<file path="src/rtl/coord_gen.sv">
// coord_gen: streams N_LANES complex coordinates per beat across an H_RES x V_RES raster.
// Define COORD_GEN_SAT_EN to saturate lane and c_img arithmetic instead of wrapping.
module coord_gen #(
    parameter int N       = 16,
    parameter int Q       = 11,
    parameter int N_LANES = 4,
    parameter int H_RES   = 800,
    parameter int V_RES   = 600,
    parameter int ZOOM_W  = 2
) (
    input  logic                 clk,
    input  logic                 rst,
    input  logic                 start,
    input  logic                 abort,
    input  logic [N-1:0]         x_min,
    input  logic [N-1:0]         y_max,
    input  logic [ZOOM_W-1:0]    zoom_level,
    input  logic                 out_ready,
    output logic                 out_valid,
    output logic [N*N_LANES-1:0] c_real,
    output logic [N-1:0]         c_img,
    output logic [15:0]          pix_x,
    output logic [15:0]          pix_y,
    output logic                 last,
    output logic                 busy,
    output logic                 done
);
    localparam logic [1:0] IDLE = 2'd0, LOAD = 2'd1, RUN = 2'd2, DONE = 2'd3;
    localparam int SW = $clog2(N);
    logic [1:0]    state;
    logic [N-1:0]  x_min_r, y_max_r, step, row_inc;
    logic [SW-1:0] sh;
    logic          xfer, row_end, frame_end;
    function automatic logic [N-1:0] add_s(input logic [N-1:0] a, input logic [N-1:0] b);
        logic [N-1:0] s;
        s = a + b;
`ifdef COORD_GEN_SAT_EN
        if (a[N-1] == b[N-1] && s[N-1] != a[N-1]) s = {a[N-1], {(N-1){!a[N-1]}}};
`endif
        return s;
    endfunction
    function automatic logic [N-1:0] sub_s(input logic [N-1:0] a, input logic [N-1:0] b);
        logic [N-1:0] s;
        s = a - b;
`ifdef COORD_GEN_SAT_EN
        if (a[N-1] != b[N-1] && s[N-1] != a[N-1]) s = {a[N-1], {(N-1){!a[N-1]}}};
`endif
        return s;
    endfunction
    // Steps are powers of two, so lane offsets are shifts of the latched exponent.
    assign step      = N'(1) << sh;
    assign row_inc   = N'(N_LANES) << sh;
    assign xfer      = out_valid && out_ready;
    assign row_end   = pix_x == 16'(H_RES - N_LANES);
    assign frame_end = row_end && pix_y == 16'(V_RES - 1);
    assign last      = out_valid && frame_end;
    assign busy      = state == LOAD || state == RUN;
    assign done      = state == DONE;
    always_ff @(posedge clk) begin
        if (rst) begin
            state     <= IDLE;
            out_valid <= 1'b0;
            c_real    <= '0;
            c_img     <= '0;
            pix_x     <= '0;
            pix_y     <= '0;
            x_min_r   <= '0;
            y_max_r   <= '0;
            sh        <= '0;
        end else begin
            case (state)
                IDLE: if (start) begin
                    x_min_r <= x_min;
                    y_max_r <= y_max;
                    sh      <= SW'(Q - 8) - SW'(zoom_level);
                    state   <= LOAD;
                end
                LOAD: if (abort) state <= IDLE;
                else begin
                    for (int k = 0; k < N_LANES; k++) c_real[k*N +: N] <= add_s(x_min_r, N'(k) << sh);
                    c_img     <= y_max_r;
                    pix_x     <= '0;
                    pix_y     <= '0;
                    out_valid <= 1'b1;
                    state     <= RUN;
                end
                RUN: begin
                    if (xfer) begin
                        for (int k = 0; k < N_LANES; k++)
                            c_real[k*N +: N] <= row_end ? add_s(x_min_r, N'(k) << sh) : add_s(c_real[k*N +: N], row_inc);
                        pix_x <= row_end ? '0 : pix_x + 16'(N_LANES);
                        if (row_end) begin
                            c_img <= sub_s(c_img, step);
                            pix_y <= pix_y + 16'd1;
                        end
                    end
                    if (abort || (xfer && frame_end)) begin
                        out_valid <= 1'b0;
                        state     <= abort ? IDLE : DONE;
                    end
                end
                default: state <= IDLE;
            endcase
        end
    end
endmodule

</file>
<file path="config.mk">
export PLATFORM = sky130hd
export DESIGN_NAME = coord_gen
export DESIGN_NICKNAME = d
export VERILOG_FILES = /design/src/rtl/coord_gen.sv
export SDC_FILE = /design/constraint.sdc
export NUM_CORES = 1
export LEC_CHECK = 0
export CAP_MARGIN = 20
export CORE_UTILIZATION = 49
export DETAILED_ROUTE_END_ITERATION = 8
export PLACE_DENSITY = 0.83
export SYNTH_ARGS = -nofsm -noshare
export SYNTH_HDL_FRONTEND = slang
export SYNTH_SLANG_ARGS = --single-unit
export TNS_END_PERCENT = 10
</file>
<file path="constraint.sdc">
create_clock -name clk -period 2.79 [get_ports clk]
set_input_delay 0.279 -clock clk [delete_from_list [all_inputs] [get_ports clk]]
set_output_delay 0.279 -clock clk [all_outputs]
set_load 0.01 [all_outputs]
</file>
Word-level counts from Yosys, hierarchy flattened:

Index checks and enable logic that the tools add are counted.

* flip-flop bits (word level): 151
* bits of input ports: 39
* output and inout port bits: 116

* reduce and logical (&&, ||, !) cells: 13
* equality and inequality tests: 10
* shift-type cells: 5
* muxes and demuxes: 26
* add/subtract/negate cells: 12

Operators by type and width (count)
* two-way mux 16 bit: 12
* adder 16 bit: 8
* two-way mux 64 bit: 2
* case mux 64 bit (2 select lines): 1
* case mux 16 bit (2 select lines): 3
* == test 16 x 10 -> 1 bit (second input constant): 2
* << shifter 1 x 4 -> 16 bit (first input constant): 2
* << shifter 2 x 4 -> 16 bit (first input constant): 2
* adder 16 x 1 -> 16 bit (second input constant): 1
* adder 16 x 3 -> 16 bit (second input constant): 1
* << shifter 3 x 4 -> 16 bit (first input constant): 1
* subtractor 16 bit: 1
* two-way mux 2 bit: 4
* != test 2 bit (second input constant): 4
* case mux 2 bit (3 select lines): 1
* AND reduction 3 bit: 2
* == test 2 bit (second input constant): 2
* logical AND 1 bit: 4
* AND reduction 2 bit: 2
* AND reduction 4 bit: 1
* subtractor 2 x 2 -> 3 bit (first input constant): 1
* == test 2 x 1 -> 1 bit (second input constant): 1
* zero test 2 bit: 1
* logical OR 1 bit: 2
* other kinds (4): 5

Logic depth before layout (Yosys ltp):

Gate-level depths: netlist of run 1.

* word-level depth: 6
* gate-level depth with buffers: 13
* mapped depth without buffers: 11

Worst setup path after synthesis of run 1:

Ideal clock, no wire load.

* path type: reg2reg
* start: reg sh[1]
* end: reg c_img[6]
* arrival: 2.739 ns
* buffers on the path: 2
* setup time: 0.132 ns
* clock period less this slack: 2.871 ns
* stages on the path, launching flop included: 13
* setup slack: -0.081 ns
* cells stage by stage: dfxtp_1 -> inv_1 -> ha_1 -> buf_2 -> buf_4 -> xnor2_1 -> ha_1 -> o21a_1 -> o21a_1 -> or4_1 -> or4_1 -> o21ai_1 -> nor3_1

* cells in the longest elaborated chain, start to end: 5

RTL lines
* start, declared: line 32 `logic [SW-1:0] sh;`
* start signal, assigned: line 75 `sh <= SW'(Q - 8) - SW'(zoom_level);`
* << shifter 1 x 4 -> 16 bit: line 51 `assign step = N'(1) << sh;`
* subtractor 16 bit: line 44 `s = a - b;`
* two-way mux 16 bit: line 92 `if (row_end) begin`
* two-way mux 16 bit: line 88 `if (xfer) begin`
* case mux 16 bit (2 select lines): line 71 `case (state)`
* end signal, assigned: line 81 `c_img <= y_max_r;`
* end signal, assigned: line 93 `c_img <= sub_s(c_img, step);`
* end, declared: line 21 `output logic [N-1:0] c_img,`

No other way between the ends. The select of a mux whose other input is x is not followed.
A chain may end at the register's enable or synchronous reset.

Final worst setup path of run 1:

* start: reg sh[0]
* end: reg c_real[54]

* cells in the longest elaborated chain, start to end: 5

RTL lines
* << shifter 3 x 4 -> 16 bit or << shifter 2 x 4 -> 16 bit (tied branches): line 52, 80, 90
* adder 16 bit: line 36 `s = a + b;`
* two-way mux 16 bit: line 90 `c_real[k*N +: N] <= row_end ? add_s(x_min_r, N'(k) << sh) : add_s(c_real[k*N +: N], row_inc);`
* two-way mux 64 bit: line 88
* case mux 64 bit (2 select lines) (*): line 71
* end signal, assigned by index: line 90
* end, declared: line 20 `output logic [N*N_LANES-1:0] c_real,`

Every way passes the cells marked *; elsewhere a longest branch is shown, timed or not. The select of a mux whose other input is x is not followed.

==> summary.txt, run 1 <==
Detailed routing
  • Drt drc: 0
  • Metal3 WL: 2480 um
  • Uppermost layer routed: met4
  • Drt via density: just over 6
  • DR WL/cell: about 17 um
  • Final ANT Viol Nets: 0
  • Initial drt markers: roughly 1k
  • Routed WL: 27100 um
  • Vias after detailed routing: 9399
  • WL met2: 12100 um
  • Met1 Wirelength: 11700 um
  • Drt pass-1 iters: 7

Setup path
  • Crit path DAT: 2.97 ns
  • Type of the worst setup path: reg -> reg
  • Slowest Stage Delay on Critical Path: roughly 0.43 ns
  • FF-to-FF End: c_real[54]
  • CP required: around 3.1 ns
  • R2R depth: 10
  • Crit. Startpoint: sh[0]
  • Crit path depth: 10
  • CP startpoint kind: flop
  • Crit-path cells: inv_1 > ha_2 > ha_1 > fa_1 > a211oi_1 > nor2_1 > o21ai_0 > xor2_1 > o22ai_1 > a32o_1
  • CP endpoint kind: flop
  • Slowest cell on the critical path: fa_1
  • Largest delay share family, worst path: adder cells
  • Critical path capture point: c_real[54]
  • Worst path buffer plus inverter count: 1
  • Origin of the critical flop-to-flop path: sh[0]
  • Reg2Reg Setup Slack: roughly 0.14 ns
  • Worst-path fanout max: 5

CTS
  • Clock Latency Late Sink: ~0.43 ns
  • CTS tree: done
  • Reg clk slew, reported paths: 0.06 ns
  • Root Buffer: clkbuf_16
  • Num CTS Buffers: 17
  • Clock sink count: 145
  • Clock tree buffer depth: 2
  • CTS H-tree lvls: 4

Placed design
  • I/O Buffers: between 150 and 200
  • Dpl cell area: ~0.011 mm^2
  • Gpl congestion: 1.02
  • Hpwl dp: slightly below 20000 um

Timing
  • Slew of the pin with the lowest slew margin: 0.733 ns
  • F_max: ~380 MHz
  • Worst clock skew: ~0.0068 ns
  • Hold slack: about 0.13 ns
  • Final setup fails: 0
  • Final Cycle Share: between 90 and 100%
  • Max-slew violation count: 0
  • Setup TNS: 0 ns
  • Slew Limit Headroom: 51.1%
  • Tmin final: between 2 and 3 ns
  • RSZ-0062 raised after global routing: false
  • Final Hold Fails: 0

Cells and area
  • Final Cell Area: 0.0115 mm^2
  • # fillers: around 1.5k
  • Sequential cell area: between 0.002 and 0.003 mm^2
  • Layout cell share with drive strength beyond 1: about 8%
  • N_diodes: 0
  • Layout Utilization: between 60% and 70%
  • Area of the multi-input gates: between 0.005 and 0.006 mm^2
  • Synthesis-to-finish area growth: 28.2%
  • Layout Nets: around 1.4k

Pwr
  • Leak: between 4 and 5 nW
  • Worst VDD drop: around 460 uV
  • Sw Pwr: 2.52 mW
  • Clk pwr share: roughly a third
  • PD cells: roughly 630 mW/mm^2
  • Pint: about 4.7 mW
  • Comb power frac: about 33%
  • Sw frac: 34.8%
  • Reg power frac: between 30% and 40%

Floorplan
  • Core box area: 0.0180 mm^2
  • Initial cell density of the core: about half
  • Row count: around 50
  • Die width: approximately 140 um
  • IO Count: about 160
  • Die area: 0.0188 mm^2
  • Die H: 137 um

Global routing
  • Initial antenna violation count: 0
  • Total track usage: 29.0%
  • Number of global-route vias before repair: 8511
  • GRT overflow: 0
  • Largest net degree at the start of global routing: 66
  • First-pass GRT wire length: roughly 43000 um

Synthesis
  • Cell area after synthesis: approximately 0.009 mm^2
  • Register area share after synthesis: 32.4%
  • Fraction of registers with async set/reset: 0%
  • Yosys warnings: 0
  • Synth cell types: 86
  • Top FF cell, synth: dfxtp_1
  • Post-synth EDFFs: 0
  • Post-synthesis area per instance: between 7 and 8 um^2
  • Synth Instances: about 1.2k
  • Yosys reg bits: 145

Worst hold path
  • Hold Path Class: in -> reg

Run
  • Max Cap Viol: 0

Run status
  • Outcome: complete, no violations
==> synth_stat cells, types with 5 or more instances <==
library cell / number / area [um^2]
o21ai_0: 46 / 230
inv_1: 27 / 101
nor4_1: 13 / 81.3
nor3_1: 40 / 200
o21a_1: 7 / 52.6
xor2_1: 36 / 315
xnor2_1: 44 / 385
a31oi_1: 16 / 100
o32ai_1: 7 / 61.3
buf_2: 23 / 115
nand2_1: 166 / 623
buf_4: 9 / 67.6
o21ai_1: 14 / 70.1
nor2_1: 89 / 334
nand2b_1: 8 / 50.1
and3_1: 14 / 87.6
nor2b_1: 15 / 93.8
a21oi_1: 127 / 636
o211ai_1: 5 / 37.5
or4_1: 5 / 37.5
nand4_1: 19 / 119
o22ai_1: 8 / 50.1
a221oi_1: 6 / 52.6
nand3_1: 43 / 215
o21bai_1: 5 / 37.5
dfxtp_1: 145 / 2900
buf_1: 9 / 33.8
or3_1: 12 / 75.1
nor4b_1: 5 / 43.8
a311oi_1: 5 / 43.8
mux2i_1: 6 / 60.1
a211oi_1: 17 / 128
ha_1: 38 / 475
a21o_1: 7 / 52.6
nor3b_1: 6 / 45.0
and2_1: 8 / 50.1
clkbuf_1: 44 / 165
==> final cells by class <==
type / instances / share of cell area [%]
multi-input cells: 915 / 49.0
inverters: 28 / 0.915
clock inverters: 13 / 1.42
repair buffers: 204 / 17.1
flip-flops and latches: 145 / 25.3
well taps: 229 / 2.49
clock buffers: 18 / 3.82
==> registers in the layout (all words and copies together) (netlist names) <==
| name | count |
|---|---|
| c_real | 62 |
| c_img | 16 |
| pix_y | 16 |
| x_min_r | 16 |
| y_max_r | 16 |
| pix_x | 14 |
| sh | 2 |
| state | 2 |
| out_valid | 1 |
==> layout by cell type (no fill, tap or decap), drive strengths merged, types with 7 or more instances in the layout <==
cell type,instances
xnor2,44
clkbuf,18
buf,53
inv,29
nor3b,7
o32ai,7
a21oi,128
nand2b,9
a221oi,7
dfxtp,145
clkdlybuf4s50,151
nand4,19
o21ai,60
o22ai,8
a21o,7
xor2,37
or3,13
a211oi,17
and3,14
nor3,40
nor4,13
nand3,44
a31oi,16
nor2b,15
nand2,166
o21a,7
ha,38
nor2,90
and2,8
==> layer usage <==
layer  global-route usage [%]  vias up
met2                     45.0      483
met1                     39.3     4358
met3                     5.59       81
met4                     12.2        0
met5                        0        -
li1                         -     4477
==> stage by stage <==
step           cells  power (mW)  setup slack, ns
6_report        1552        7.24            0.142
5_1_grt         1552        7.60          0.00876
4_1_cts         1552        7.21           0.0615
3_5_place_dp    1521        4.86           0.0586
3_3_place_gp    1521        4.83            0.189
2_1_floorplan   1173        3.95           0.0184
==> worst min path at each step <==
stage	endpoint	cells past startpoint	startpoint
after floorplan	sh[1]	1	zoom_level[1]
after global placement	y_max_r[10]	2	y_max_r[10]
after detailed placement	y_max_r[12]	2	y_max_r[12]
after CTS	c_real[7]	2	rst
after global routing	c_real[7]	2	rst
final	c_real[7]	2	rst
==> power groups by stage <==
stage / Sequential, mW / Clock [mW] / Combinational (mW)
after global placement: 2.56 / 0 / 2.27
after CTS: 2.52 / 2.36 / 2.33
after floorplan: 2.55 / 0 / 1.40
after detailed placement: 2.56 / 0 / 2.30
after global routing: 2.55 / 2.46 / 2.59
final: 2.53 / 2.35 / 2.36
==> cells by family after synthesis <==
kind of cell | count (synthesis) | share of synthesized area, %
buffers and inverters | 113 | 5.43
adder cells (fa/ha/maj) | 39 | 5.53
AND/OR/NAND/NOR | 467 | 25.5
XOR/XNOR | 81 | 8.00
flip-flops | 145 | 32.4
AO/OA/AOI/OAI | 320 | 22.5
other | 1 | 0.0418
multiplexers | 6 | 0.670
==> timing repair <==
action	4_1_cts	5_1_grt
setup buffers	0	0
gates resized for setup	0	9
endpoints found under the setup margin	0	20
hold buffers	0	0
(Power assumes the default switching activity.)
==> inputs of run 2 (changes only) <==
--- a/config.mk
+++ b/config.mk
@@ -5,10 +5,10 @@
 export SDC_FILE = /design/constraint.sdc
 export NUM_CORES = 1
 export LEC_CHECK = 0
-export CAP_MARGIN = 20
+export CAP_MARGIN = 10
 export CORE_UTILIZATION = 49
 export DETAILED_ROUTE_END_ITERATION = 8
-export PLACE_DENSITY = 0.83
+export PLACE_DENSITY = 0.76
 export SYNTH_ARGS = -nofsm -noshare
 export SYNTH_HDL_FRONTEND = slang
 export SYNTH_SLANG_ARGS = --single-unit
==> run 2 against run 1 <==
Sequential cell count unchanged. Cell area down 0.39%. Combinational power about the same. Cell count down 0.19%. Count of clock-buffer cells in the layout unchanged. Worst hold slack better by 0.11 ns. Register-to-register slack worse by 0.03 ns. Non-clock buffer count down 1. Critical path type unchanged. Critical endpoint is now c_img[13].
==> summary.txt, run 2 (synthesis results as in run 1) <==
Run status
  • Outcome: complete, no violations

Global routing
  • Largest net degree at the start of global routing: 52 (-21%)
  • GRT overflow: 0 (unchanged)
  • First-pass GRT wire length: 43700 um (+2.0%)
  • Initial antenna violation count: 0 (unchanged)
  • Total track usage: 29.4% (+0.42 points)
  • Number of global-route vias before repair: 8448 (-0.74%)

Timing
  • Final Cycle Share: 96.1% (+1.1 points)
  • Final setup fails: 0 (unchanged)
  • Tmin final: 2.68 ns (+0.0319 ns)
  • Max-slew violation count: 0 (unchanged)
  • F_max: 373 MHz (-1.2%)
  • Slew of the pin with the lowest slew margin: 0.564 ns (-0.170 ns)
  • Final Hold Fails: 0 (unchanged)
  • RSZ-0062 raised after global routing: true
  • Worst clock skew: 0.00561 ns (-0.00115 ns)
  • Slew Limit Headroom: 62.4% (+11 points)

CTS
  • Root Buffer: clkbuf_16
  • CTS tree: done
  • Reg clk slew, reported paths: 0.06 ns (about the same)
  • Clock sink count: 145 (unchanged)
  • Post-CTS Hold Buffers: 0 (unchanged)
  • CTS H-tree lvls: 4 (unchanged)
  • Num CTS Buffers: 17 (unchanged)
  • Clock tree buffer depth: 2 (unchanged)
  • Clock Latency Late Sink: 0.42 ns (about the same)

Worst hold path
  • Hold path startpoint: rst
  • Hold path depth: 2 (unchanged)
  • Worst hold path endpoint: c_real[14]
  • Hold Path Class: in -> reg

Floorplan
  • Core box area: 0.0180 mm^2 (unchanged)
  • Row count: 49 (unchanged)
  • Die H: 137 um (unchanged)
  • Die area: 0.0188 mm^2 (unchanged)
  • Die width: 137 um (unchanged)
  • IO Count: 155 (unchanged)
  • Initial cell density of the core: 49.9% (unchanged)

Detailed routing
  • Initial drt markers: 954 (-6.9%)
  • Drt pass-1 iters: 6 (-1)
  • Vias after detailed routing: 9332 (-0.71%)
  • DR WL/cell: 17.5 um (about the same)
  • Routed WL: 27100 um (-0.16%)
  • Drt drc: 0 (unchanged)
  • Drt via density: 6.02 (-0.52%)
  • Final ANT Viol Nets: 0 (unchanged)

Cells and area
  • Layout cell share with drive strength beyond 1: 8.26% (+0.019 points)
  • Commonest cells after routing, fill and taps aside: nand2_1 (165), clkdlybuf4s50_1 (151), dfxtp_1 (144), a21oi_1 (126), nor2_1 (86)
  • Layout Nets: 1388 (-0.072%)
  • Commonest non-fill, non-tap cell in the layout: nand2_1
  • Most flops, register: c_real
  • Finished Layout Cells: 1549 (-0.19%)
  • Synthesis-to-finish area growth: 27.7%
  • Max reg flops: 62 (unchanged)
  • Layout Utilization: 63.7% (-0.25 points)
  • N_diodes: 0 (unchanged)

Setup path
  • CP startpoint kind: flop
  • FF-to-FF End: c_img[13]
  • Origin of the critical flop-to-flop path: sh[0]
  • R2R depth: 8 (-2)
  • Crit path DAT: 2.98 ns (about the same)
  • CP endpoint kind: flop
  • Worst-path fanout max: 7 (+2)
  • Type of the worst setup path: reg -> reg
  • CP required: 3.09 ns (-0.02 ns)
  • Reg2Reg Setup Slack: 0.11 ns (-0.03 ns)

Placed design
  • Placed Cells: 1520 (-0.066%)
  • Hpwl dp: 19200 um (-0.87%)
  • Gpl congestion: 0.938 (-7.8%)
  • I/O Buffers: 152 (unchanged)

Pwr
  • PD cells: 626 mW/mm^2 (-0.63%)
  • Leak: 4.09 nW (-0.71%)
  • Worst VDD drop: 447 uV (-3.5%)

Run
  • Max Cap Viol: 0 (unchanged)
## run 2: changes by cell type in the layout (fill, tap and decap cells not counted), sizes merged
| cell | delta |
|---|---|
| buf | -1 |
| clkinvlp | -1 |
| inv | -1 |
## run 2: layout make-up
type,count,area [um^2]
well taps,229,287
repair buffers,203,1920
multi-input cells,915,5660
flip-flops and latches,145,2900
inverters,28,105
fillers,1589,6520
clock inverters,11,143
clock buffers,18,429
## run 2: worst max path at each step
| stage | start | end |
|---|---|---|
| 2_1_floorplan | sh[1] | c_img[6] |
| 3_3_place_gp | sh[0] | c_real[42] |
| 3_5_place_dp | sh[0] | c_real[42] |
| 4_1_cts | sh[0] | c_real[60] |
| 5_1_grt | sh[0] | c_img[6] |
| 6_report | sh[0] | c_img[13] |
## run 2: what timing repair did
action	CTS	global route
gates resized for setup	2	13
setup endpoints to repair	1	28
buffers inserted	0	0
cloned	0	0
pin swaps	0	1
## run 2: metrics by stage
stage / hold WS [ns] / instance area (um^2) / TNS, ns / worst slack, ns / total power, mW
2_1_floorplan: 0.367 / 8970 / 0 / 0.0184 / 3.95
3_3_place_gp: 0.441 / 10800 / 0 / 0.125 / 4.83
3_5_place_dp: 0.443 / 10800 / 0 / 0.0572 / 4.86
4_1_cts: 0.219 / 11400 / 0 / 0.0263 / 7.14
5_1_grt: 0.266 / 11400 / -0.202 / -0.0511 / 7.52
6_report: 0.239 / 11400 / 0 / 0.110 / 7.16
## run 2: critical path: stages, from the launching register on
cell     delay (ns)
dfxtp_1        0.40
ha_1           0.45
inv_1          0.09
ha_1           0.25
or4_1          0.46
or3_4          0.42
o31a_1         0.28
o21ai_1        0.13
a21oi_1        0.08
## run 2: layer usage
| layer | routed length, um | GRT usage (%) | share of wire (%) | up-vias |
|---|---|---|---|---|
| met1 | 12000 | 41.0 | 44 | 4357 |
| met4 | 601 | 9.16 | 2.2 | 0 |
| met3 | 2160 | 4.78 | 8.0 | 59 |
| met2 | 12300 | 46.4 | 45 | 425 |
| met5 | 0 | 0 | 0 | - |
| li1 | - | - | - | 4491 |
## run 2: power breakdown
part / leakage (nW) / internal [mW] / total [mW] / switching [mW]
Sequential: 1.18 / 2.28 / 2.53 / 0.254
Combinational: 2.64 / 1.02 / 2.36 / 1.34
Clock: 0.266 / 1.38 / 2.27 / 0.890
